## src/rtl/cnn_ctrl_pkg.sv

```systemverilog
// cnn_ctrl_pkg: shared state encoding and default sizes for the CNN frame controller
package cnn_ctrl_pkg;
    localparam int NUM_STAGES_DEF = 5;
    localparam int RES_W_DEF      = 5;
    localparam int FIFO_DEPTH     = 2;
    typedef enum logic [2:0] {
        S_IDLE,
        S_WLOAD,
        S_RUN,
        S_WAIT,
        S_DONE,
        S_TMO
    } state_t;
endpackage

```

## src/rtl/cnn_res_fifo.sv

```systemverilog
// cnn_res_fifo: 2-entry valid/ready result buffer with zero-latency head and flush
module cnn_res_fifo
    import cnn_ctrl_pkg::*;
#(
    parameter int W = RES_W_DEF
) (
    input  logic         i_clk,
    input  logic         i_rst_n,
    input  logic         i_flush,
    input  logic         i_push,
    input  logic [W-1:0] i_data,
    input  logic         i_ready,
    output logic [W-1:0] o_data,
    output logic         o_valid,
    output logic [1:0]   o_cnt_nxt
);
    logic [W-1:0] r_mem [FIFO_DEPTH];
    logic         r_wp;
    logic         r_rp;
    logic [1:0]   r_cnt;
    logic         w_pop;
    logic         w_push;

    assign o_valid   = r_cnt != 2'd0;
    assign o_data    = o_valid ? r_mem[r_rp] : '0;
    assign w_pop     = o_valid & i_ready & ~i_flush;
    assign w_push    = i_push & ~i_flush & ((r_cnt != 2'(FIFO_DEPTH)) | w_pop);
    assign o_cnt_nxt = i_flush ? 2'd0 : r_cnt + 2'(w_push) - 2'(w_pop);

    // Storage and pointers; a push into a full buffer without a pop is dropped
    always_ff @(posedge i_clk or negedge i_rst_n) begin
        if (!i_rst_n) begin
            r_mem <= '{default: '0};
            r_wp  <= 1'b0;
            r_rp  <= 1'b0;
            r_cnt <= 2'd0;
        end else begin
            if (w_push) r_mem[r_wp] <= i_data;
            r_wp  <= i_flush ? 1'b0 : r_wp ^ w_push;
            r_rp  <= i_flush ? 1'b0 : r_rp ^ w_pop;
            r_cnt <= o_cnt_nxt;
        end
    end
endmodule

```

## src/rtl/cnn_frame_sequencer.sv

```systemverilog
// cnn_frame_sequencer: start/busy/done frame controller with weight load, watchdog and result buffer
module cnn_frame_sequencer
    import cnn_ctrl_pkg::*;
#(
    parameter int NUM_STAGES = NUM_STAGES_DEF,
    parameter int RES_W      = RES_W_DEF,
    parameter int FCNT_W     = 16,
    parameter int TMO_W      = 20
) (
    input  logic                  i_clk,
    input  logic                  i_rst_n,
    input  logic                  i_start,
    input  logic                  i_cont,
    input  logic                  i_abort,
    output logic                  o_wload_start,
    input  logic                  i_wload_done,
    output logic [NUM_STAGES-1:0] o_stage_en,
    input  logic [NUM_STAGES-1:0] i_stage_act,
    input  logic [NUM_STAGES-1:0] i_stage_end,
    input  logic [RES_W-1:0]      i_res,
    input  logic                  i_res_valid,
    output logic [RES_W-1:0]      o_res,
    output logic                  o_res_valid,
    input  logic                  i_res_ready,
    output logic                  o_busy,
    output logic                  o_done,
    output logic                  o_timeout,
    output logic [FCNT_W-1:0]     o_frame_cnt
);
    localparam logic [TMO_W-1:0] WDOG_LAST = {{(TMO_W-1){1'b1}}, 1'b0};

    state_t                r_state;
    state_t                w_state_nxt;
    logic                  r_cont;
    logic                  r_wload_start;
    logic                  r_done;
    logic                  r_timeout;
    logic                  r_got;
    logic [NUM_STAGES-1:0] r_flags;
    logic [TMO_W-1:0]      r_wdog;
    logic [FCNT_W-1:0]     r_fcnt;
    logic [NUM_STAGES-1:0] w_flags_nxt;
    logic [1:0]            w_cnt_nxt;
    logic                  w_full_nxt;
    logic                  w_run;
    logic                  w_start;
    logic                  w_push;
    logic                  w_got_nxt;
    logic                  w_complete;
    logic                  w_count;
    logic                  w_quiet;
    logic                  w_fire;
    logic                  w_keep;

    assign w_run       = r_state == S_RUN;
    assign w_start     = i_start & ~i_abort & (r_state inside {S_IDLE, S_DONE, S_TMO});
    assign w_push      = w_run & i_res_valid & ~i_abort;
    assign w_flags_nxt = r_flags | i_stage_end;
    assign w_got_nxt   = r_got | i_res_valid;
    assign w_complete  = w_run & ~i_abort & (&w_flags_nxt) & w_got_nxt;
    assign w_keep      = w_run & ~i_abort & ~w_complete;
    assign w_count     = (r_state == S_WLOAD) | w_run;
    assign w_quiet     = ~(|i_stage_act) & ~(|i_stage_end) & ~i_wload_done;
    assign w_fire      = w_count & w_quiet & ~i_abort & ~w_complete & (r_wdog == WDOG_LAST);
    assign w_full_nxt  = w_cnt_nxt == 2'(FIFO_DEPTH);

    assign o_stage_en    = {NUM_STAGES{w_run}};
    assign o_busy        = r_state inside {S_WLOAD, S_RUN, S_WAIT};
    assign o_wload_start = r_wload_start;
    assign o_done        = r_done;
    assign o_timeout     = r_timeout;
    assign o_frame_cnt   = r_fcnt;

    cnn_res_fifo #(.W(RES_W)) u_fifo (
        .i_clk    (i_clk),
        .i_rst_n  (i_rst_n),
        .i_flush  (i_abort),
        .i_push   (w_push),
        .i_data   (i_res),
        .i_ready  (i_res_ready),
        .o_data   (o_res),
        .o_valid  (o_res_valid),
        .o_cnt_nxt(w_cnt_nxt)
    );

    // State register
    always_ff @(posedge i_clk or negedge i_rst_n) begin
        if (!i_rst_n) r_state <= S_IDLE;
        else          r_state <= w_state_nxt;
    end

    // Next state: abort overrides all; completion beats the watchdog in the same cycle
    always_comb begin
        w_state_nxt = r_state;
        case (r_state)
            S_WLOAD: w_state_nxt = i_wload_done ? S_RUN : (w_fire ? S_TMO : S_WLOAD);
            S_RUN:   w_state_nxt = w_complete ? (!r_cont ? S_DONE : (w_full_nxt ? S_WAIT : S_RUN))
                                              : (w_fire ? S_TMO : S_RUN);
            S_WAIT:  w_state_nxt = w_full_nxt ? S_WAIT : S_RUN;
            default: w_state_nxt = w_start ? S_WLOAD : r_state;
        endcase
        if (i_abort) w_state_nxt = S_IDLE;
    end

    // Frame bookkeeping: end flags live only inside RUN, watchdog only in WLOAD/RUN
    always_ff @(posedge i_clk or negedge i_rst_n) begin
        if (!i_rst_n) begin
            r_cont        <= 1'b0;
            r_wload_start <= 1'b0;
            r_done        <= 1'b0;
            r_timeout     <= 1'b0;
            r_got         <= 1'b0;
            r_flags       <= '0;
            r_wdog        <= '0;
            r_fcnt        <= '0;
        end else begin
            r_cont        <= w_start ? i_cont : r_cont;
            r_wload_start <= w_start;
            r_done        <= w_complete & ~r_cont;
            r_timeout     <= w_start ? 1'b0 : (w_fire | r_timeout);
            r_got         <= w_keep & w_got_nxt;
            r_flags       <= w_keep ? w_flags_nxt : '0;
            r_wdog        <= (w_count & w_quiet & ~i_abort & ~w_complete & ~w_fire) ? r_wdog + TMO_W'(1) : '0;
            r_fcnt        <= w_start ? '0 : r_fcnt + FCNT_W'(w_complete);
        end
    end
endmodule

```

## config.mk

```make
export PLATFORM = sky130hd
export DESIGN_NAME = cnn_frame_sequencer
export DESIGN_NICKNAME = d
export VERILOG_FILES = /design/src/rtl/cnn_ctrl_pkg.sv /design/src/rtl/cnn_res_fifo.sv /design/src/rtl/cnn_frame_sequencer.sv
export SDC_FILE = /design/constraint.sdc
export NUM_CORES = 1
export LEC_CHECK = 0
export ABC_CLOCK_PERIOD_IN_PS = 3000
export BUFFER_PORTS_ARGS = -buffer_cell sky130_fd_sc_hd__buf_2
export CORE_UTILIZATION = 40
export CTS_CLUSTER_SIZE = 12
export DETAILED_ROUTE_END_ITERATION = 10
export HOLD_SLACK_MARGIN = 0.02
export SYNTH_ARGS = -nofsm -noshare
export SYNTH_HDL_FRONTEND = slang
export SYNTH_SLANG_ARGS = --single-unit
```

## constraint.sdc

```tcl
create_clock -name i_clk -period 3 [get_ports i_clk]
set_input_delay 0 -clock i_clk [delete_from_list [all_inputs] [get_ports i_clk]]
set_output_delay 0 -clock i_clk [all_outputs]
set_load 0.03 [all_outputs]
```

After elaboration in Yosys (flattened, before gate mapping) --
Index checks and enable logic that the tools add are counted.
Cells by class: add/subtract/negate cells 4, $lt $le $gt $ge 3, equal/unequal tests 8, multiplexer cells 23, bitwise operators 37, reduce and logical (&&, ||, !) cells 9
Operators by type and width (count):
- 2-to-1 mux 5 bit | 6
- bitwise AND 1 bit | 21
- 2-to-1 mux 3 bit | 7
- adder 20 x 1 -> 20 bit (second input constant) | 1
- == test 20 bit (second input constant) | 1
- 2-to-1 mux 20 bit | 1
- adder 16 x 1 -> 16 bit | 1
- 2-to-1 mux 16 bit | 1
- bitwise mux 10 bit | 1
- OR reduction 5 bit | 2
- case mux 3 bit (3 select lines) | 1
- inverter 1 bit | 7
- == test 3 x 2 -> 1 bit (second input constant) | 2
- == test 3 bit (second input constant) | 2
- nonzero test 3 bit | 2
- demux 5 bit (select 1 bit) | 1
- bitwise OR 5 bit | 1
- AND reduction 5 bit | 1
- nonzero test 5 bit | 1
- >= comparator 2 bit (second input constant) | 2
- 2-to-1 mux 1 bit | 4
- inverter 1 -> 2 bit | 2
- bitwise OR 1 bit | 4
- == test 3 x 1 -> 1 bit (second input constant) | 1
- 10 further kinds | 11
Word-level totals: bits in registers 63, input bits 23, word-level logic and storage cells 98

Depth between registers and ports, before layout --
Gate-level depths: netlist of the first run.
depth in word-level cells 14, gate-level depth with buffers 11, depth with buffers taken out 10

Modules after synthesis --
From an unflattened synthesis of the first run, not the netlist that was laid out.
Unflattened totals: cell total of the unflattened synthesis 300, area, all modules 3100.5 µm²
By module, submodules not included:
- cnn_frame_sequencer | times used 1, cells each 244, area each 2413.6 µm²
- cnn_res_fifo | times used 1, cells each 56, area each 686.9 µm²

Worst setup path after synthesis of the first run --
Ideal clock, no wire load.
kind register -> register, start point register r_state[0], end point register r_fcnt[12], in the netlist o_frame_cnt[12], library setup time 0.079 ns, arrival time 2.285 ns, data required time 2.921 ns, setup slack 0.636 ns, stages on the path, launching flop included 12, buffers on the path 1, cell sequence dfrtp_1 -> clkbuf_1 -> nor2_1 -> and3_1 -> nand2_1 -> inv_1 -> ha_1 -> ha_1 -> and3_1 -> nand4_1 -> or3_1 -> a21oi_1
Between the ends: word-level cells in the longest chain between the ends 6, elaborated cells on any way between the ends 11
Ends and longest elaborated chain:
- from (decl) | line cnn_frame_sequencer.sv:32 | state_t r_state;
- from (signal assigned) | line cnn_frame_sequencer.sv:89 | else r_state <= w_state_nxt;
- == test 3 x 2 -> 1 bit | line cnn_frame_sequencer.sv:55 | assign w_run = r_state == S_RUN;
- bitwise AND 1 bit (3 in a row) | line cnn_frame_sequencer.sv:60 | assign w_complete = w_run & ~i_abort & (&w_flags_nxt) & w_got_nxt;
- adder 16 x 1 -> 16 bit | line cnn_frame_sequencer.sv:124 | r_fcnt <= w_start ? '0 : r_fcnt + FCNT_W'(w_complete);
- 2-to-1 mux 16 bit * | line cnn_frame_sequencer.sv:124
- to (signal assigned) | line cnn_frame_sequencer.sv:124
- to (decl) | line cnn_frame_sequencer.sv:41 | logic [FCNT_W-1:0] r_fcnt;
Every way passes the cells marked *; elsewhere a longest branch is shown, timed or not. A chain may end at the register's enable or synchronous reset.

Worst setup path after layout of the first run --
Same ends and word-level chain as after synthesis.

==> results of run 1 <==
-- synthesized netlist by cell type (5+ instances only) --
library cell	count	share of area, %
buf_4	5	1.2
or4_1	5	1.2
nand3_1	16	2.5
xor2_1	12	3.3
o21ai_0	8	1.3
nand4_1	9	1.8
a21oi_1	6	0.94
nor3_1	22	3.4
ha_1	8	3.1
nor4_1	7	1.4
mux2_2	11	3.9
xnor2_1	12	3.3
mux2i_1	5	1.6
inv_1	13	1.5
clkbuf_1	8	0.94
dfrtp_1	63	49
nand2_1	16	1.9
nor2_1	40	4.7
or3_1	7	1.4
-- state kept, by name, summed over array words and instances (netlist names) --
| signal | cells |
|---|---|
| u_fifo.r_cnt | 2 |
| r_wdog | 20 |
| u_fifo.r_rp | 1 |
| o_wload_start | 1 |
| o_frame_cnt | 16 |
| r_state | 3 |
| r_cont | 1 |
| r_got | 1 |
| o_done | 1 |
| o_timeout | 1 |
| u_fifo.r_wp | 1 |
| r_flags | 5 |
| u_fifo.r_mem | 10 |
-- layout make-up --
class | count | area [sq um]
Multi-Input combinational cell | 226 | 1498
Clock inverter | 7 | 73.82
Tap cell | 102 | 127.6
Clock buffer | 9 | 123.9
Inverter | 14 | 52.55
Timing Repair Buffer | 71 | 435.4
Sequential cell | 63 | 1577
Fill cell | 717 | 3840
-- through the flow --
step	hold WS, ps	utilization [%]	std cells	setup WS (ps)	cell area [sq um]
after floorplan	-295.6	-	317	636.0	3192
after CTS	31.55	50.31	492	344.1	3887
after global routing	73.01	50.31	492	126.4	3887
final	42.53	50.31	492	349.7	3887
after global placement	225.8	45.94	462	513.2	3550
after detailed placement	225.8	45.94	462	397.1	3550
-- power breakdown --
| part | switching (W) | internal, W | total (W) |
|---|---|---|---|
| clock network | 0.000350 | 0.000383 | 0.000733 |
| registers | 0.0000248 | 0.000886 | 0.000910 |
| logic | 0.0000972 | 0.0000796 | 0.000177 |
| total | 0.000472 | 0.00135 | 0.00182 |
-- worst max-delay path, stage by stage (launching register included) --
cell     delay (ps)
dfrtp_1         450
nor2_1          250
and3_1          290
nand2_1         120
inv_1            80
ha_1            210
ha_1            200
and3_1          250
nand4_1         210
or3_1           360
a21oi_1         160
-- cells by family after synthesis --
| family | Yosys count | synth area share (%) |
|---|---|---|
| fa+ha+maj | 8 | 3.136 |
| compound gates | 34 | 7.488 |
| mux | 16 | 5.449 |
| buf+inv | 28 | 3.881 |
| flops | 63 | 49.39 |
| simple gates | 143 | 23.36 |
| xor+xnor | 25 | 7.291 |
-- per-layer routing --
| layer | global-route usage, % | wire [um] | vias up |
|---|---|---|---|
| met4 | 6.746 | 49 | 0 |
| met1 | 23.73 | 3361 | 1191 |
| met5 | 0 | 0 | - |
| met2 | 27.53 | 3226 | 37 |
| met3 | 3.015 | 158 | 6 |
| li1 | - | - | 1258 |
-- timing repair --
action | in CTS | in global routing
endpoints found under the hold margin | 84 | 0
endpoints found under the setup margin | 0 | 0
hold buffers | 14 | 0
-- worst max-delay path by stage --
stage	startpoint	endpoint	slack, ps
after floorplan	r_state[0]$_DFFE_PN0P_	o_frame_cnt[12]$_DFF_PN0_	640
after global placement	r_state[0]$_DFFE_PN0P_	o_frame_cnt[12]$_DFF_PN0_	510
after detailed placement	r_state[0]$_DFFE_PN0P_	o_frame_cnt[12]$_DFF_PN0_	400
after CTS	r_state[0]$_DFFE_PN0P_	o_frame_cnt[12]$_DFF_PN0_	340
after global routing	r_state[0]$_DFFE_PN0P_	o_frame_cnt[12]$_DFF_PN0_	130
final	r_state[0]$_DFFE_PN0P_	o_frame_cnt[12]$_DFF_PN0_	350
==> metrics.yaml, run 1 <==
syn-cell-area_sq_um: 3192
clock_sinks: 63
cts-resized-gates: 0
vias_per_cell: 5.065
startpoint_type: "flip-flop"
synth-edff-count: 0
peakVddDrop_v: 0.0002310
post_cts_buffers: 0
grt_pass1_wl_mm: 11.43
p_total_w: 0.001820
root_buffer: "clkbuf_8"
synth_cells: 317
core.rowCount: 32
tritoncts: "yes"
hold_class: "in2reg"
drv_slew: 0
fin_skew_ps: 7.751
hpwl_mm: 4.719
cts_made_buffers: 9
drt_pass1_iterations: 6
synth_fp_nets: 348
crit_required_ps: 3250
fin_crit_sh_pct: 88.34
power.density_cell_area_nw_per_um2: 468.2
rr_worst_depth: 10
globalplace.congestion: 0.8294
cap_violations: 0
drt_iter0_drc: 86
rsz0062_at_grt: "false"
syn_avg_cell_area_sq_um: 10.07
whs_path_depth: 4
synth_warnings: 0
syn_to_final_growth_pct: 21.80
clk_pin_slew_ps: 70
finalCriticalPeriod_ps: 2650
io-pin-count: 54
grt_pass1_vias: 2392
worst_pin_slew_ps: 788.0
fmax_mhz: 377.3
core_area_sq_um: 7727
ctsHtreeMaxLevel: 3
status: "finished clean"
grt_max_degree: 64
drive_gt1_share_pct: 24.10
antenna_found_initial: 0
die_w_um: 91.33
seq_area_frac_synth_pct: 49.39
grt_overflow: 0
synth.distinct_cells: 44
final_common_cell: "dfrtp_1"
final_cell_mix: "dfrtp_1 (63), buf_2 (53), nor2_1 (40)"
cts_buffer_depth: 2
num_antenna_cells: 0
end_kind: "flip-flop"
grt_usage_pct: 17.37
antenna_left: 0
via_count: 2492
synthArstFlopShare_pct: 100.0
design.die.area_sq_um: 8341
final_nets: 416
critical_path.max_fanout: 8
rr_endpoint: "o_frame_cnt[12]$_DFF_PN0_"
drcViolationCount: 0
die-height_um: 91.33
clock_latency_ps: 340
r2r_start: "r_state[0]$_DFFE_PN0P_"
hold_violations: 0
wirelength_mm: 6.796
synth_ff_type: "dfrtp_1"
relSlewSlack_pct: 47.47
critPathArrivalTime_ps: 2900
worstHoldStart: "i_start"
setup_viol: 0
io_buffers: 53
crit_type: "reg2reg"
tns_ps: 0
synth.ff_latch_count: 63
reg2reg_slack_ps: 350
min_to: "r_state[2]$_DFFE_PN0P_"
wl_per_cell_um: 13.81
initial_core_util_pct: 41.31
leakage_nw: 1.757
(Power assumes the default switching activity.)
==> inputs of run 2 (changes only) <==
--- a/config.mk
+++ b/config.mk
@@ -6,11 +6,12 @@
 export NUM_CORES = 1
 export LEC_CHECK = 0
 export ABC_CLOCK_PERIOD_IN_PS = 3000
-export BUFFER_PORTS_ARGS = -buffer_cell sky130_fd_sc_hd__buf_2
-export CORE_UTILIZATION = 40
+export BUFFER_PORTS_ARGS = -buffer_cell sky130_fd_sc_hd__clkbuf_2
+export CORE_UTILIZATION = 54
 export CTS_CLUSTER_SIZE = 12
 export DETAILED_ROUTE_END_ITERATION = 10
 export HOLD_SLACK_MARGIN = 0.02
+export PLACE_DENSITY = 0.77
 export SYNTH_ARGS = -nofsm -noshare
 export SYNTH_HDL_FRONTEND = slang
 export SYNTH_SLANG_ARGS = --single-unit
==> metrics.yaml, run 2 (synthesis gave the netlist of run 1 again) <==
status: "finished clean"
post_dp_cell_area_sq_um: 3505  # -1.3%
drv_slew: 0  # unchanged
worst_pin_slew_ps: 577.2  # -210.7 ps
clock_latency_ps: 340  # about the same
cts_buffer_depth: 2  # unchanged
crit_required_ps: 3260  # about the same
grt_max_degree: 42  # -34%
nFillCells: 425  # -41%
critPathArrivalTime_ps: 2880  # -20 ps
leakage_nw: 1.746  # -0.63%
design_area_sq_um: 3845  # -1.1%
antenna_found_initial: 0  # unchanged
clock_sinks: 63  # unchanged
fin_skew_ps: 8.022  # +0.2713 ps
vias_per_cell: 5.519  # +9.0%
power.density_cell_area_nw_per_um2: 470.4  # +0.46%
finalCriticalPeriod_ps: 2627  # -23.69 ps
relSlewSlack_pct: 61.52  # +14 points
grt_overflow: 0  # unchanged
final_common_cell: "dfrtp_1"
grt_pass1_wl_mm: 11.10  # -2.8%
setup_viol: 0  # unchanged
root_buffer: "clkbuf_8"
drcViolationCount: 0  # unchanged
setup_ws_ps: 373.4  # +23.69 ps
startpoint_type: "flip-flop"
clk_pin_slew_ps: 70  # about the same
grt_usage_pct: 23.24  # +5.9 points
globalplace.congestion: 0.8619  # +3.9%
io-pin-count: 54  # unchanged
via_count: 2550  # +2.3%
hpwl_mm: 4.588  # -2.8%
largest-register: "r_wdog"
tns_ps: 0  # unchanged
design.die.area_sq_um: 6222  # -25%
utilization_pct: 68.56  # +18 points
die-height_um: 78.88  # -14%
final_cell_mix: "dfrtp_1 (63), clkbuf_2 (53), nor2_1 (40)"
crit_type: "reg2reg"
io_buffers: 53  # unchanged
core.rowCount: 27  # -16%
drt_pass1_iterations: 6  # unchanged
final_nets: 416  # unchanged
fmax_mhz: 380.7  # +0.90%
num_antenna_cells: 0  # unchanged
die_w_um: 78.88  # -14%
drive_gt1_share_pct: 23.33  # -0.77 points
hold_violations: 0  # unchanged
cts_made_buffers: 9  # unchanged
critical_path.max_fanout: 8  # unchanged
initial_core_util_pct: 56.92  # +16 points
rsz0062_at_grt: "false"
wl_per_cell_um: 14.10  # +2.1%
antenna_left: 0  # unchanged
drt_iter0_drc: 214  # +150%
wirelength_mm: 6.516  # -4.1%
syn_to_final_growth_pct: 20.46
end_kind: "flip-flop"
cap_violations: 0  # unchanged
grt_pass1_vias: 2418  # +1.1%
peakVddDrop_v: 0.0002806  # +21%
dp_slack_ps: 384.7  # -12.42 ps
core_area_sq_um: 5608  # -27%
fin_crit_sh_pct: 87.55  # -0.79 points
tritoncts: "yes"
largest_register_ff_count: 20  # unchanged
ctsHtreeMaxLevel: 3  # unchanged
hold_class: "in2reg"
p_total_w: 0.001809  # -0.64%
-- run 2: cell types whose count changed in the layout (fill, tap and decap cells not counted), sizes merged --
cell and delta:
dlygate4sd3 +1, clkinv +1, buf -54, clkinvlp -4, clkbuf +56
-- run 2: final timing paths --
check / startpoint / endpoint / slack (ps) / cells past startpoint
hold reg to reg: r_flags[4]$_DFF_PN0_ / r_flags[4]$_DFF_PN0_ / 510 / 2
min in group asynchronous: i_rst_n / o_frame_cnt[13]$_DFF_PN0_ / 210 / 2
hold / removal: i_res_ready / u_fifo.r_rp$_DFF_PN0_ / 80 / 4
setup reg to reg: r_state[0]$_DFFE_PN0P_ / o_frame_cnt[12]$_DFF_PN0_ / 370 / 10
max in group asynchronous: i_rst_n / r_wdog[5]$_DFF_PN0_ / 1850 / 3
setup / recovery: r_state[0]$_DFFE_PN0P_ / o_frame_cnt[12]$_DFF_PN0_ / 370 / 10
-- run 2: cell type report --
class / count / area (sq um) / area share [%]
flip-flops and latches: 63 / 1577 / 41.00
multi-input cells: 226 / 1498 / 38.95
repair buffers: 71 / 437.9 / 11.39
clock buffers: 12 / 145.1 / 3.775
well taps: 72 / 90.09 / 2.343
inverters: 14 / 52.55 / 1.367
clock inverters: 4 / 45.04 / 1.171
-- run 2: critical path, cell delays in order (launching register included) --
cell and delay, ps:
dfrtp_1 460, nor2_1 230, and3_1 280, nand2_1 120
inv_1 80, ha_1 200, ha_1 200, and3_1 250
nand4_1 210, or3_1 360, a21oi_1 150
-- run 2: stage by stage --
step	std cells	hold slack [ps]
6_report	462	78.23
5_1_grt	462	103.7
4_1_cts	462	66.71
3_5_place_dp	431	23.00
3_3_place_gp	431	20.07
2_1_floorplan	317	-295.6
-- run 2: what timing repair did --
action / 4_1_cts / 5_1_grt
hold endpoints to repair: 44 / 0
setup buffers: 0 / 0
resized for setup: 0 / 0
hold buffers: 15 / 0
-- run 2: per-layer routing --
metal	global-route usage, %	wire [um]	vias to the layer above
met1	30.43	3038	1214
li1	-	-	1259
met3	3.678	265	14
met2	37.83	3082	63
met5	0	0	-
met4	11.09	129	0
-- run 2: where the power goes --
part	switching [W]	total, W	leakage [nW]	internal (W)
clock network	0.000314	0.000717	0.100	0.000403
logic	0.0000974	0.000177	0.778	0.0000799
registers	0.0000277	0.000914	0.869	0.000887
total	0.000440	0.00181	1.75	0.00137
